--- src/rtl/ta_fifo_buffer_if.sv ---
// ta_fifo_buffer_if: store-beat input and TA word output handshakes of the TA FIFO buffer
interface ta_fifo_buffer_if;
  logic        wr_valid;
  logic        wr_ready;
  logic [63:0] wr_data;
  logic [7:0]  wr_mask;
  logic        out_valid;
  logic        out_ready;
  logic [31:0] out_data;
  logic        out_last;
  modport master (output wr_valid, wr_data, wr_mask, out_ready, input wr_ready, out_valid, out_data, out_last);
  modport slave (input wr_valid, wr_data, wr_mask, out_ready, output wr_ready, out_valid, out_data, out_last);
endinterface

--- src/rtl/ta_fifo_buffer.sv ---
// ta_fifo_buffer: queues masked 64-bit SH4 stores and unpacks them into a 32-bit TA word stream
module ta_fifo_buffer #(
  parameter int DEPTH = 16,
  localparam int AW = $clog2(DEPTH)
) (
  input  logic              clk,
  input  logic              rst,
  input  logic              flush,
  ta_fifo_buffer_if.slave   bus,
  output logic [AW:0]       level
);
  typedef enum logic [1:0] {IDLE, LO, HI} state_t;
  state_t state, nxt;
  logic [71:0] mem [DEPTH];
  logic [71:0] hold;
  logic [AW-1:0] wptr, rptr;
  logic [2:0] cnt;
  logic rdy, vld, push, pop, hs;
  assign rdy = level != (AW+1)'(DEPTH);
  assign vld = state != IDLE;
  assign bus.wr_ready = rdy;
  assign bus.out_valid = vld;
  assign bus.out_data = state == HI ? hold[63:32] : hold[31:0];
  assign bus.out_last = vld & (cnt == 3'd7);
  // all-zero-mask beats are handshaken but never stored; the hold entry is refilled as soon as its last word leaves
  always_comb begin
    push = bus.wr_valid & rdy & |bus.wr_mask & !flush;
    hs = vld & bus.out_ready;
    pop = (level != '0) & (state == IDLE | hs & (state == HI | hold[71:68] == 4'h0));
    nxt = pop ? (|mem[rptr][67:64] ? LO : HI)
        : (state == LO & hs & |hold[71:68]) ? HI
        : (state == IDLE | hs) ? IDLE : state;
  end
  // FIFO storage has no reset; only pointers and occupancy define its contents
  always_ff @(posedge clk)
    if (push) mem[wptr] <= {bus.wr_mask, bus.wr_data};
  // unpacker state register
  always_ff @(posedge clk or posedge rst)
    if (rst) state <= IDLE;
    else state <= flush ? IDLE : nxt;
  // pointers, occupancy, hold register and block word count
  always_ff @(posedge clk or posedge rst)
    if (rst) begin
      wptr <= '0;
      rptr <= '0;
      level <= '0;
      cnt <= '0;
      hold <= '0;
    end else if (flush) begin
      wptr <= '0;
      rptr <= '0;
      level <= '0;
      cnt <= '0;
    end else begin
      if (push) wptr <= wptr + AW'(1);
      if (pop) rptr <= rptr + AW'(1);
      if (pop) hold <= mem[rptr];
      if (hs) cnt <= cnt + 3'd1;
      level <= level + (AW+1)'(push) - (AW+1)'(pop);
    end
endmodule

--- src/flat_wrapper.sv ---
// flat-port wrapper written by rule: the top's interface ports become plain ports
module ta_fifo_buffer_flat 
#(
  parameter int DEPTH = 16,
  localparam int AW = $clog2(DEPTH)
)
  (clk, rst, flush, level, bus_wr_valid, bus_wr_data, bus_wr_mask, bus_out_ready, bus_wr_ready, bus_out_valid, bus_out_data, bus_out_last);
  ta_fifo_buffer_if bus_i ();
  input  logic clk;
  input  logic rst;
  input  logic flush;
  output logic [AW:0] level;
  input wire logic [$bits(bus_i.wr_valid)-1:0] bus_wr_valid;
  input wire logic [$bits(bus_i.wr_data)-1:0] bus_wr_data;
  input wire logic [$bits(bus_i.wr_mask)-1:0] bus_wr_mask;
  input wire logic [$bits(bus_i.out_ready)-1:0] bus_out_ready;
  output wire logic [$bits(bus_i.wr_ready)-1:0] bus_wr_ready;
  output wire logic [$bits(bus_i.out_valid)-1:0] bus_out_valid;
  output wire logic [$bits(bus_i.out_data)-1:0] bus_out_data;
  output wire logic [$bits(bus_i.out_last)-1:0] bus_out_last;
  assign bus_i.wr_valid = bus_wr_valid;
  assign bus_i.wr_data = bus_wr_data;
  assign bus_i.wr_mask = bus_wr_mask;
  assign bus_i.out_ready = bus_out_ready;
  assign bus_wr_ready = bus_i.wr_ready;
  assign bus_out_valid = bus_i.out_valid;
  assign bus_out_data = bus_i.out_data;
  assign bus_out_last = bus_i.out_last;
  ta_fifo_buffer #(.DEPTH(DEPTH)) u_core (.clk(clk), .rst(rst), .flush(flush), .bus(bus_i), .level(level));
endmodule
--- config.mk ---
export PLATFORM = sky130hd
export DESIGN_NAME = ta_fifo_buffer_flat
export DESIGN_NICKNAME = d
export VERILOG_FILES = /design/src/rtl/ta_fifo_buffer_if.sv /design/src/rtl/ta_fifo_buffer.sv /design/src/flat_wrapper.sv
export SDC_FILE = /design/constraint.sdc
export NUM_CORES = 1
export LEC_CHECK = 0
export ABC_AREA = 1
export CORE_UTILIZATION = 55
export DETAILED_ROUTE_END_ITERATION = 8
export PLACE_DENSITY = 0.72
export SYNTH_ARGS = -nofsm -noshare
export SYNTH_HDL_FRONTEND = slang
export SYNTH_SLANG_ARGS = --single-unit
export TNS_END_PERCENT = 5
--- constraint.sdc ---
create_clock -name clk -period 9.45 [get_ports clk]
set_clock_uncertainty 0.15 [all_clocks]
set_input_delay 1.89 -clock clk [delete_from_list [all_inputs] [get_ports clk]]
set_output_delay 1.89 -clock clk [all_outputs]
set_load 0.05 [all_outputs]
==> results.cfg <==
[hold_path]
whs_path_depth = 2
hp-start = u_core.hold[26]
whs_endpoint = u_core.hold[26]
hold_class = reg -> reg

[global_routing]
overflow = 0
grt_pass1_wl_um = 177000
antenna_found_initial = 6
grt_pass1_vias = 29145
groute.usage.overall_pct = 26.4
grt_max_degree = 224

[layout]
syn_to_final_growth_pct = 11.8
fin_nets = 3649
utilization_pct = 62.2
layout_commonest_cell = edfxtp_1
instances_no_fill = 4816
n_antenna_cell = 0
drive_above_1_share_pct = 7.81
layout_common_cells = 1,152 x edfxtp_1, 595 x nor2_1, 520 x o21ai_0

[worst_setup_path]
path_cells = clkdlybuf4s50_1 > nor2_1 > nand2_1 > nor2_1 > nor2_1 > nand2_1 > inv_1 > nand2_1 > nor2_4 > buf_4
r2r_cells = 8
path_max_fanout = 39
reg2reg_to = u_core.hold[55]
max_stage_delay_ns = 0.97
ff2ff_setup_slack_ns = 5.18
worst_ep_required_time_ns = 9.61
startpoint_type = input port
crit_path_start = bus_wr_mask[4]
arrival_ns = 5.98
critPathCaptureType = register
r2r_start = u_core.rptr[0]
slowest_stage = nor2_4
critical_path_class = in -> reg

[power_and_ir_drop]
seq_power_share_pct = 42.8
leakage_uw = 0.0180
p_sw_uw = 5080
pwr-share-clk_pct = 31.0
swShare_pct = 33.6
p_per_area_nw_per_um2 = 279
pwr-share-comb_pct = 26.2
ir_drop_mv = 0.309
p_int_uw = 10000

[yosys]
async_flop_share_pct = 6.95
synth_top_flop_cell = edfxtp_1
synthesis.area_um2 = 48400
avgSynthCellArea_um2 = 13.8
synth_edf_count = 1152
syn_inst = 3520
ys_seq_area_share_pct = 75.9
synth_warnings = 0
synth_nets = 3611
yosysUniqueCellTypes = 31
ys_seq_elements = 1238

[route]
drtIter0Drc = 3781
wl_um = 118000
route.detailed.drc = 0
wl_per_cell_um = 24.6
vias = 29776
drtAntennaViolNets = 0
routed-wl-met2_um = 55800
top_layer_used = met5
dr.pass1.iters = 6
wl_met1_um = 49300
viasPerCell = 6.18
route.met3.wl_um = 10800

[clocking]
cts_setup_buffers = 0
clkLatencyLatePin_ns = 0.70
cts_root_buf = clkbuf_16
cts_hold_buf = 0
htreeDepth = 3
cts_sinks = 1238
cts_buffer_depth = 3
ctsResizeCount = 0
numCtsBuffers = 118
clk_pin_slew_ns = 0.06
tritoncts = yes

[placed_design]
gp_congestion = 0.778
dp.cells = 4593
dp_hpwl_um = 61900
portBuffers = 116

[timing]
hold_viol_final = 0
rsz0062_at_grt = false
setup_viol = 0
setup_tns_ns = 0
fmax_mhz = 172
worst_pin_slew_ns = 1.19
period_minus_slack_ns = 5.83
drv_slew = 0
relSlewSlack_pct = 20.7
min_period_over_period_pct = 61.7
hold_slack_ns = 0.325

[floorplanning]
io_pins = 117
coreArea_um2 = 87000
die_w_um = 299
row_count = 108
start_util_pct = 55.6
die_h_um = 299
die-area_um2 = 89200

[run_status]
status = finished, final reports clean

[run]
drv_cap = 0
-- cell type report --
class / instances / area, um^2
timing repair buffer: 166 / 1590
tap: 1155 / 1450
inverter: 50 / 221
sequential: 1238 / 36800
fill: 6358 / 32900
clock buffer: 136 / 3060
clock inverter: 87 / 796
multi-input combinational: 1984 / 10300
-- per-stage QoR --
stage | area (um^2) | power [uW] | setup WS, ns
detailed placement | 50300 | 10500 | 2.98
floorplan | 48400 | 9200 | 1.46
finish | 54100 | 15100 | 3.62
global route | 54100 | 15700 | 3.44
CTS | 54100 | 15100 | 3.72
global placement | 50300 | 10400 | 3.02
-- kinds of logic (layout without fill, tap and decap cells) --
group / Yosys count / count (layout) / share of synthesized area, %
xor gates and xnor gates: 2 / 2 / 0.0362
buffers and inverters: 298 / 439 / 3.07
muxes: 32 / 32 / 0.744
DFF: 1238 / 1238 / 75.9
adders and majority gates: 14 / 14 / 0.377
AOI/OAI and AO/OA: 847 / 847 / 10.9
and+or+nand+nor: 1089 / 1089 / 8.98
-- registers in the layout, summed over array words and instances, names as in the netlist --
| name | cells |
|---|---|
| u_core.cnt | 3 |
| u_core.mem | 1152 |
| u_core.wptr | 4 |
| u_core.rptr | 4 |
| u_core.state | 2 |
| u_core.level | 5 |
| u_core.hold | 68 |
-- cell usage after synthesis (2+ instances only) --
cell | number | area [um^2]
buf_8 | 2 | 30.0
nand4_1 | 3 | 18.8
buf_1 | 15 | 56.3
o21ai_1 | 43 | 215
buf_2 | 80 | 400
a21oi_1 | 9 | 45.0
inv_2 | 5 | 18.8
nor3_1 | 14 | 70.1
dfrtp_1 | 86 | 2150
nand3b_1 | 7 | 52.6
edfxtp_1 | 1152 | 34600
nand3_1 | 155 | 776
buf_6 | 30 | 338
o221ai_1 | 272 | 2380
nand2_1 | 308 | 1160
o21ai_0 | 520 | 2600
clkbuf_1 | 117 | 439
mux2_2 | 32 | 360
buf_4 | 4 | 30.0
nor2_1 | 599 | 2250
ha_1 | 13 | 163
o21a_1 | 2 | 15.0
inv_1 | 44 | 165
-- worst max-delay path, delay by kind of cell --
family,cells,cell delay [ns]
buffers and inverters,3,1.86
AND/OR/NAND/NOR,7,2.17
-- power groups by stage --
stage	Sequential, uW	Clock (uW)	Combinational, uW
after floorplan	6460	0	2740
after detailed placement	6580	0	3910
final	6460	4680	3950
after CTS	6460	4720	3930
after global placement	6570	0	3830
after global routing	6490	4940	4290
-- worst max-delay path by stage --
stage	slack, ns	endpoint
floorplan	1.46	u_core.mem[1][0]
global placement	3.02	u_core.mem[12][45]
detailed placement	2.98	u_core.mem[12][45]
CTS	3.72	u_core.mem[12][37]
global route	3.44	u_core.mem[12][37]
finish	3.62	u_core.mem[12][37]
-- routing by layer --
metal  vias up  track usage [%]
met3       158             4.47
li1      13280                -
met4         4             7.22
met1     14931             38.1
met2      1403             42.0
met5         -                0
(Power assumes the default switching activity.)
